`src/rtl/uart_pkg.sv`:
```
// Shared UART definitions: receiver state encoding, frame width, default bit timing
// and the 2-of-3 vote used by the optional majority sampler.
package uart_pkg;

    typedef enum logic [2:0] {
        IDLE      = 3'd0,
        START     = 3'd1,
        DATA      = 3'd2,
        STOP      = 3'd3,
        WAIT_HIGH = 3'd4
    } uart_rx_state_t;

    localparam int UART_DATA_BITS       = 8;
    localparam int DEFAULT_CLKS_PER_BIT = 2813;

    function automatic logic maj3(input logic a, input logic b, input logic c);
        return (a & b) | (a & c) | (b & c);
    endfunction

endpackage

```
`src/rtl/uart_sync.sv`:
```
// Flop-chain synchronizer for an asynchronous input pin; resets to the idle-high level
// so a reset never looks like a falling edge downstream.
module uart_sync #(
    parameter int SYNC_STAGES = 2
) (
    input  logic clk,
    input  logic rst,
    input  logic i_async,
    output logic o_sync
);

    logic [SYNC_STAGES-1:0] r_chain;

    // shift the pin through the chain
    always_ff @(posedge clk) begin
        if (rst) begin
            r_chain <= '1;
        end else begin
            r_chain <= {r_chain[SYNC_STAGES-2:0], i_async};
        end
    end

    assign o_sync = r_chain[SYNC_STAGES-1];

endmodule

```
`src/rtl/uart_rx.sv`:
```
// 8N1 UART receiver with a one-entry holding register, framing-error pulse and sticky overrun.
// Optional macro UART_RX_MAJORITY_EN: 2-of-3 vote around each mid-bit, decided one clock later.
module uart_rx
    import uart_pkg::*;
#(
    parameter int CLKS_PER_BIT = DEFAULT_CLKS_PER_BIT,
    parameter int SYNC_STAGES  = 2
) (
    input  logic                      clk,
    input  logic                      rst,
    input  logic                      rx,
    input  logic                      read,
    output logic [UART_DATA_BITS-1:0] data_rx,
    output logic                      data_valid,
    output logic                      frame_error,
    output logic                      overrun,
    output logic                      busy
);

    localparam int CNT_W = $clog2(CLKS_PER_BIT);
    localparam int BIT_W = $clog2(UART_DATA_BITS);
`ifdef UART_RX_MAJORITY_EN
    localparam int DEC_OFS = 1;
`else
    localparam int DEC_OFS = 0;
`endif
    localparam logic [CNT_W-1:0] CNT_LAST  = CNT_W'(CLKS_PER_BIT - 1);
    localparam logic [CNT_W-1:0] START_DEC = CNT_W'(CLKS_PER_BIT / 2 + DEC_OFS);
    localparam logic [BIT_W-1:0] BIT_LAST  = BIT_W'(UART_DATA_BITS - 1);

    logic                      w_rxs;
    uart_rx_state_t            r_state;
    uart_rx_state_t            w_state_nxt;
    logic [CNT_W-1:0]          r_cnt;
    logic [BIT_W-1:0]          r_bit;
    logic [UART_DATA_BITS-1:0] r_shreg;
    logic [CNT_W-1:0]          w_dec_cnt;
    logic                      w_tick;
    logic                      w_sample;
    logic                      w_shift;
    logic                      w_complete;
    logic                      w_ferr;
    logic [UART_DATA_BITS-1:0] r_data_rx;
    logic                      r_data_valid;
    logic                      r_frame_error;
    logic                      r_overrun;
    logic                      r_busy;

    uart_sync #(.SYNC_STAGES(SYNC_STAGES)) u_sync (
        .clk     (clk),
        .rst     (rst),
        .i_async (rx),
        .o_sync  (w_rxs)
    );

    // START decides at half a bit; DATA/STOP decide on the last count, which lands at mid-bit
    always_comb begin
        w_dec_cnt = CNT_LAST;
        case (r_state)
            START:   w_dec_cnt = START_DEC;
            default: w_dec_cnt = CNT_LAST;
        endcase
        w_tick = (r_cnt == w_dec_cnt);
    end

`ifdef UART_RX_MAJORITY_EN
    logic [1:0] r_vote;

    // capture the two samples preceding each decision point
    always_ff @(posedge clk) begin
        if (rst) begin
            r_vote <= 2'b11;
        end else if (r_cnt == (w_dec_cnt - CNT_W'(2))) begin
            r_vote[1] <= w_rxs;
        end else if (r_cnt == (w_dec_cnt - CNT_W'(1))) begin
            r_vote[0] <= w_rxs;
        end else begin
            r_vote <= r_vote;
        end
    end

    assign w_sample = maj3(r_vote[1], r_vote[0], w_rxs);
`else
    assign w_sample = w_rxs;
`endif

    // next-state and per-cycle decision strobes
    always_comb begin
        w_state_nxt = r_state;
        w_shift     = 1'b0;
        w_complete  = 1'b0;
        w_ferr      = 1'b0;
        case (r_state)
            IDLE: begin
                if (!w_rxs) w_state_nxt = START;
                else        w_state_nxt = IDLE;
            end
            START: begin
                if (w_tick) w_state_nxt = w_sample ? IDLE : DATA;
                else        w_state_nxt = START;
            end
            DATA: begin
                w_shift = w_tick;
                if (w_tick && (r_bit == BIT_LAST)) w_state_nxt = STOP;
                else                               w_state_nxt = DATA;
            end
            STOP: begin
                w_complete = w_tick & w_sample;
                w_ferr     = w_tick & ~w_sample;
                if (w_tick) w_state_nxt = w_sample ? IDLE : WAIT_HIGH;
                else        w_state_nxt = STOP;
            end
            WAIT_HIGH: begin
                if (w_rxs) w_state_nxt = IDLE;
                else       w_state_nxt = WAIT_HIGH;
            end
            default: w_state_nxt = IDLE;
        endcase
    end

    // state register
    always_ff @(posedge clk) begin
        if (rst) r_state <= IDLE;
        else     r_state <= w_state_nxt;
    end

    // baud counter: restarts on every state change, wraps once per bit period
    always_ff @(posedge clk) begin
        if (rst) begin
            r_cnt <= '0;
        end else if ((w_state_nxt != r_state) || (r_state == IDLE) || (r_cnt == CNT_LAST)) begin
            r_cnt <= '0;
        end else begin
            r_cnt <= r_cnt + CNT_W'(1);
        end
    end

    // bit index and LSB-first shift register
    always_ff @(posedge clk) begin
        if (rst) begin
            r_bit   <= '0;
            r_shreg <= '0;
        end else begin
            if (w_state_nxt != r_state) r_bit <= '0;
            else if (w_shift)           r_bit <= r_bit + BIT_W'(1);
            else                        r_bit <= r_bit;
            if (w_shift) r_shreg <= {w_sample, r_shreg[UART_DATA_BITS-1:1]};
            else         r_shreg <= r_shreg;
        end
    end

    // holding register handshake; a read coinciding with completion makes room for the new byte
    always_ff @(posedge clk) begin
        if (rst) begin
            r_data_rx     <= '0;
            r_data_valid  <= 1'b0;
            r_frame_error <= 1'b0;
            r_overrun     <= 1'b0;
            r_busy        <= 1'b0;
        end else begin
            r_frame_error <= w_ferr;
            r_busy        <= (w_state_nxt != IDLE);
            if (w_complete) begin
                if (!r_data_valid || read) begin
                    r_data_rx    <= r_shreg;
                    r_data_valid <= 1'b1;
                    if (read) r_overrun <= 1'b0;
                    else      r_overrun <= r_overrun;
                end else begin
                    r_overrun <= 1'b1;
                end
            end else if (read && r_data_valid) begin
                r_data_valid <= 1'b0;
                r_overrun    <= 1'b0;
            end else begin
                r_data_valid <= r_data_valid;
            end
        end
    end

    assign data_rx     = r_data_rx;
    assign data_valid  = r_data_valid;
    assign frame_error = r_frame_error;
    assign overrun     = r_overrun;
    assign busy        = r_busy;

endmodule

```
`config.mk`:
```
export PLATFORM = sky130hd
export DESIGN_NAME = uart_rx
export DESIGN_NICKNAME = d
export VERILOG_FILES = /design/src/rtl/uart_pkg.sv /design/src/rtl/uart_sync.sv /design/src/rtl/uart_rx.sv
export SDC_FILE = /design/constraint.sdc
export NUM_CORES = 1
export LEC_CHECK = 0
export BUFFER_PORTS_ARGS = -buffer_cell sky130_fd_sc_hd__buf_2
export CORE_MARGIN = 3
export CORE_UTILIZATION = 40
export DETAILED_ROUTE_END_ITERATION = 12
export PLACE_DENSITY = 0.59
export SETUP_SLACK_MARGIN = 0.02
export SYNTH_ARGS = -nofsm -noshare
export SYNTH_HDL_FRONTEND = slang
export SYNTH_HIERARCHICAL = 1
export SYNTH_SLANG_ARGS = --single-unit
```
`constraint.sdc`:
```
create_clock -name clk -period 2.2 [get_ports clk]
set_input_delay 0.33 -clock clk [delete_from_list [all_inputs] [get_ports clk]]
set_output_delay 0.33 -clock clk [all_outputs]
set_load 0.005 [all_outputs]
```
# Yosys cells after proc, flatten, opt, wreduce, memory -nomap -nowiden
# Cells that the tools add are included.
op_classes:
  n_addsub: 2
  n_eq_ne: 10
  n_mux: 16
  bitwise: 4
  n_reduce_logical: 15
ops:
  columns: ["operator", "count"]
  rows:
  - ["$pmux W3 S5", 1]
  - ["$add A12 B1 Y12 const B", 1]
  - ["$eq A12 B12 Y1", 1]
  - ["$eq A12 B12 Y1 const B", 1]
  - ["$mux W12", 1]
  - ["$mux W1", 10]
  - ["$eq A3 B2 Y1 const B", 2]
  - ["$eq A3 B3 Y1 const B", 2]
  - ["$mux W3", 2]
  - ["$reduce_and A2 Y1", 3]
  - ["$reduce_or A2 Y1", 3]
  - ["$mux W2", 2]
  - ["$add A3 B1 Y3 const B", 1]
  - ["$eq A3 B1 Y1 const B", 1]
  - ["$logic_not A3 Y1", 1]
  - ["$logic_or A1 B1 Y1", 3]
  - ["$ne A3 B3 Y1", 1]
  - ["$ne A3 B3 Y1 const B", 1]
  - ["$reduce_bool A3 Y1", 1]
  - ["$and A1 B1 Y1", 2]
  - ["$logic_and A1 B1 Y1", 2]
  - ["$ne A2 B1 Y1 const B", 1]
  - ["$not A1 Y1", 2]
  - ["$reduce_bool A2 Y1", 1]
  - ["$logic_not A1 Y1", 1]
word_totals:
  reg_bits: 40
  input_bits: 4
  output_inout_bits: 12
  word_cells: 57

# Longest topological paths before layout
depth:
  depth_word: 10
  mapped_depth: 8
  mapped_depth_nobuf: 7

# Hierarchy
# Netlist, hierarchy kept.
modules_own_cells:
  columns: ["module", "instances", "cells_each", "area_each_um2"]
  rows:
  - ["uart_rx", 1, 190, 1704.1]
  - ["uart_sync", 1, 4, 52.6]

# Worst setup path before layout
# No wires, ideal clock.
synth_timing:
  path_kind: "register to register"
  startpoint: "reg r_cnt[0]"
  endpoint: "reg r_cnt[11]"
  setup_time_ns: 0.115
  arrival_ns: 1.559
  required_time_ns: 2.085
  slack_ns: 0.526
  stages_incl_launch_ff: 7
  synth_period_minus_slack_ns: 1.674
  cell_sequence: "dfxtp_1 -> nand3b_1 -> or2_1 -> o31a_1 -> o21ai_2 -> buf_4 -> nor2_1"
synth_via:
  elab_chain_cells: 8
  elab_cells_between_ends: 12
synth_rtl:
  columns: ["element", "line", "text"]
  rows:
  - ["start, declared", "uart_rx.sv:34", "logic [CNT_W-1:0] r_cnt;"]
  - ["start signal, assigned", "uart_rx.sv:134", "r_cnt <= r_cnt + CNT_W'(1);"]
  - ["$eq A12 B12 Y1", "uart_rx.sv:63", "w_tick = (r_cnt == w_dec_cnt);"]
  - ["$logic_and A1 B1 Y1", "uart_rx.sv:104", "if (w_tick && (r_bit == BIT_LAST)) w_state_nxt = STOP;"]
  - ["$mux W1", "uart_rx.sv:104", null]
  - ["$pmux W3 S5", "uart_rx.sv:93", "case (r_state)"]
  - ["$ne A3 B3 Y1", "uart_rx.sv:131", "end else if ((w_state_nxt != r_state) || (r_state == IDLE) || (r_cnt == CNT_LAST)) begin"]
  - ["$logic_or A1 B1 Y1 (2 in series)", "uart_rx.sv:131", null]
  - ["$reduce_or A2 Y1 (no source line)", null, null]
# Parallel ways exist; a longest one is shown, timed or not.
# A chain may end at the register's enable or synchronous reset.

# Final worst setup path
layout_timing:
  startpoint: "reg r_cnt[10]"
  endpoint: "reg r_data_rx[0] (netlist: data_rx[0])"
layout_via:
  elab_chain_cells: 4
layout_rtl:
  columns: ["element", "line", "text"]
  rows:
  - ["$eq A12 B12 Y1", "uart_rx.sv:63", null]
  - ["$and A1 B1 Y1", "uart_rx.sv:108", "w_complete = w_tick & w_sample;"]
  - ["$mux W1", "uart_rx.sv:93", null]
  - ["$reduce_and A2 Y1 (no source line)", null, null]
  - ["end signal, assigned", "uart_rx.sv:165", "r_data_rx <= r_shreg;"]
  - ["end, declared", "uart_rx.sv:43", "logic [UART_DATA_BITS-1:0] r_data_rx;"]
# Every way passes these cells.

==> results.yml <==
layout:
  finish.net_count: 219
  regArea_sq_um: 800.8
  layout.filler_cells: 401
  layout.cells.most_common_list: "sky130_fd_sc_hd__dfxtp_1 (40), sky130_fd_sc_hd__nor2_1 (28), sky130_fd_sc_hd__nand2_1 (27)"
  multi_input_logic_area_sq_um: 888.4
  mostFrequentLayoutCell: "sky130_fd_sc_hd__dfxtp_1"
  areaGrowthSynthToFinish_pct: 11.61
  finalNonFillerCells: 262
  n_antenna_cell: 0
  proportion_of_layout_cells_with_a_drive_suffix_above_1_pct: 14.15
  layout.cell_area.non_filler_sq_um: 1961
drt:
  drt-pass1-iter-count: 4
  antenna_left: 0
  drt_iter0_drc: 81
  drt-vias-per-instance: 5.092
  drt-wirelength-per-cell_microns: 12.50
  drc_errors: 0
  routed_wirelength_mm: 3.275
  dr_total_vias: 1334
floorplan:
  die-width_microns: 72.27
  floorplan.die_area_sq_um: 5223
  standard_cell_row_count: 23
  floorplan.initialDensity_pct: 42.69
  io_pins: 16
  area_of_the_core_sq_um: 4115
  die_y_microns: 72.27
critical_path:
  cp_top_family: "simple AND/OR/NAND/NOR gates"
  timing.critical_path.required_ps: 2370
  cell_at_the_slowest_stage_of_the_critical_path: "sky130_fd_sc_hd__nor4_4"
  end_kind: "flop"
  critical_path_arrival_ps: 2030
  critical_path.max_fanout: 8
  path_buf_inv: 1
  timing.critical_path.cells: "nand4bb_4, nor4_4, and4_1, buf_4, mux2i_1, nor2_1"
  cp_slowest_stage_delay_ps: 400
  critPathKind: "reg2reg"
  worst_setup_path_start_kind: "flop"
synthesis:
  synthesis.nets: 202
  synth.mux.area_fraction_pct: 4.558
  yosys-top-cells-area: "sky130_fd_sc_hd__dfxtp_1 (46%), sky130_fd_sc_hd__nor2_1 (6.0%), sky130_fd_sc_hd__nand2_1 (5.8%), sky130_fd_sc_hd__mux2i_1 (4.6%), sky130_fd_sc_hd__a21oi_1 (3.7%)"
  adder_and_majority_gate_portion_of_the_synthesized_area_pct: 2.849
  synth_compound_area_share_pct: 10.04
  main_combinational_cell_family_by_area_after_synthesis: "simple AND/OR/NAND/NOR gates"
  warning_count_from_the_yosys_run: 6
  netlist_area_sq_um: 1757
  post_synth_num_cell_types: 41
  synth_top_cell_by_area: "sky130_fd_sc_hd__dfxtp_1"
  syn_avg_cell_area_sq_um: 9.055
  post_synth_inst_count: 194
  synthSimpleGateAreaFrac_pct: 27.64
  synth_seq_cells: 40
  synth-xor-area-share_pct: 5.484
  synth.yosys.seq_area_share_pct: 45.58
  synth_top_area_share_pct: 45.58
place:
  dp_hpwl_mm: 2.343
  placed_cell_area_sq_um: 1868
  dp_cells: 254
  placement.io_buffers: 15
  placement.setup.worst_slack_ps: 337.7
  gpl.final_weighted_congestion: 0.7992
clock_network:
  clk_root_buffer_cell: "sky130_fd_sc_hd__clkbuf_8"
  clk_pin_slew_ps: 80
  worstSkewPairLatency_ps: 290
  clock_sink_count: 40
  cts_hold_repair.buffers: 0
  cts_tree: "built"
  cts_buffers: 5
  cts_htree_levels: 2
  cts.repair.resized: 0
  cts_setup_buffers: 0
  clock_path_buffers: 2
outcome:
  outcome: "completed"
sta:
  report.final.setup_viol: 0
  clock.fmax_ghz: 0.5381
  number_of_hold_slack_violations_in_the_final_timing_report: 0
  rsz_0062_raised_after_global_routing: "false"
  drv_slew: 0
  max_slew.worst_pin.slew_ps: 442.7
  period_utilisation_layout_pct: 84.47
  setup_ws_post_layout_ps: 341.7
  fin_tns_setup_ps: 0
  slew_headroom_pct: 70.49
  worst_clock_skew_ps: 4.446
  final.min_clock_period_ps: 1858
pwr:
  worst_ir_drop_vdd_mv: 0.4092
  power.density_cell_area_nw_per_um2: 636.3
  fin_total_pwr_w: 0.001247
  cell_leakage_power_nw: 0.7110
global_routing:
  pin_count_of_the_biggest_net_entering_global_routing: 28
  track_usage_pct: 13.55
  number_of_global_route_vias_before_repair: 1312
  wire_length_of_the_first_global_routing_pass_mm: 5.658
  grt-ovfl-total: 0
  initial_antenna_violation_count: 0
job:
  maxCapViolations: 0
min_path:
  classification_of_the_worst_slack_hold_path: "in2reg"
-- per-stage QoR --
step	hold slack, ps	util [%]
after global placement	393.9	45.39
after CTS	213.7	47.64
after floorplan	383.2	-
after detailed placement	397.8	45.39
final	219.1	47.64
after global routing	224.4	47.64
-- worst reg2reg max path: stages, from the launching register on --
cell and delay (ps):
sky130_fd_sc_hd__dfxtp_1 350, sky130_fd_sc_hd__nand4bb_4 290, sky130_fd_sc_hd__nor4_4 400, sky130_fd_sc_hd__and4_1 250, sky130_fd_sc_hd__buf_4 200, sky130_fd_sc_hd__mux2i_1 210
sky130_fd_sc_hd__nor2_1 50
-- synthesized netlist by cell type --
master / n
sky130_fd_sc_hd__a211o_1: 1
sky130_fd_sc_hd__a211oi_1: 1
sky130_fd_sc_hd__a21boi_0: 1
sky130_fd_sc_hd__a21o_1: 1
sky130_fd_sc_hd__a21oi_1: 13
sky130_fd_sc_hd__a311oi_1: 1
sky130_fd_sc_hd__a31oi_1: 2
sky130_fd_sc_hd__and2_1: 1
sky130_fd_sc_hd__and3_1: 4
sky130_fd_sc_hd__and4_1: 1
sky130_fd_sc_hd__buf_1: 1
sky130_fd_sc_hd__buf_4: 2
sky130_fd_sc_hd__buf_6: 1
sky130_fd_sc_hd__clkbuf_1: 3
sky130_fd_sc_hd__dfxtp_1: 40
sky130_fd_sc_hd__ha_1: 4
sky130_fd_sc_hd__inv_1: 7
sky130_fd_sc_hd__mux2i_1: 8
sky130_fd_sc_hd__nand2_1: 27
sky130_fd_sc_hd__nand2b_1: 3
sky130_fd_sc_hd__nand3_1: 5
sky130_fd_sc_hd__nand3_4: 1
sky130_fd_sc_hd__nand3b_1: 3
sky130_fd_sc_hd__nand4_1: 1
sky130_fd_sc_hd__nand4bb_4: 1
sky130_fd_sc_hd__nor2_1: 28
sky130_fd_sc_hd__nor2b_1: 2
sky130_fd_sc_hd__nor3_1: 5
sky130_fd_sc_hd__nor4_4: 2
sky130_fd_sc_hd__nor4bb_1: 1
sky130_fd_sc_hd__o21ai_1: 1
sky130_fd_sc_hd__o21ai_2: 1
sky130_fd_sc_hd__o21bai_1: 1
sky130_fd_sc_hd__o31a_1: 1
sky130_fd_sc_hd__o32ai_1: 1
sky130_fd_sc_hd__o41a_1: 1
sky130_fd_sc_hd__o41ai_1: 1
sky130_fd_sc_hd__or2_1: 3
sky130_fd_sc_hd__or3_1: 2
sky130_fd_sc_hd__xnor2_1: 7
sky130_fd_sc_hd__xor2_1: 4
-- power breakdown --
part | switching [W] | internal, W
Combinational | 0.0000210 | 0.0000131
Sequential | 0.00000462 | 0.000727
Clock | 0.000257 | 0.000224
Total | 0.000283 | 0.000965
-- state kept, by name (all words and copies together), names as in the netlist --
name / count
busy: 1
data_rx: 8
data_valid: 1
frame_error: 1
overrun: 1
r_bit: 3
r_cnt: 12
r_shreg: 8
r_state: 3
u_sync/r_chain: 2
-- per-layer routing --
metal | global-route usage (%) | up-vias | wire (microns)
met5 | 0 | - | 0
met4 | 5.010 | 0 | 55
met3 | 4.294 | 8 | 125
met2 | 22.55 | 18 | 1523
met1 | 16.34 | 620 | 1571
li1 | - | 688 | -
-- final cells by class --
| type | instances | share of cell area (%) |
|---|---|---|
| Clock buffer | 5 | 3.510 |
| Timing Repair Buffer | 17 | 4.595 |
| Tap cell | 50 | 3.191 |
| Multi-Input combinational cell | 140 | 45.31 |
| Sequential cell | 40 | 40.84 |
| Clock inverter | 3 | 1.213 |
| Inverter | 7 | 1.340 |
-- final timing paths --
check / from / end / slack [ps] / cells past startpoint
worst min-delay path: rx / u_sync/r_chain[0] / 220 / 2
worst min register to register: u_sync/r_chain[0] / u_sync/r_chain[1] / 410 / 1
worst max register to register: r_cnt[10] / data_rx[0] / 340 / 6
worst max-delay path: r_cnt[10] / data_rx[0] / 340 / 6
-- logic make-up (layout without fill, tap and decap cells) --
logic type,Yosys count,in the layout
XOR/XNOR,11,11
adder cells (fa/ha/maj),4,4
multiplexers,8,8
buffers and inverters,14,32
flip-flops,40,40
AO/OA/AOI/OAI,27,27
AND/OR/NAND/NOR,90,90
Note: power is estimated with default switching activity, not from simulation.
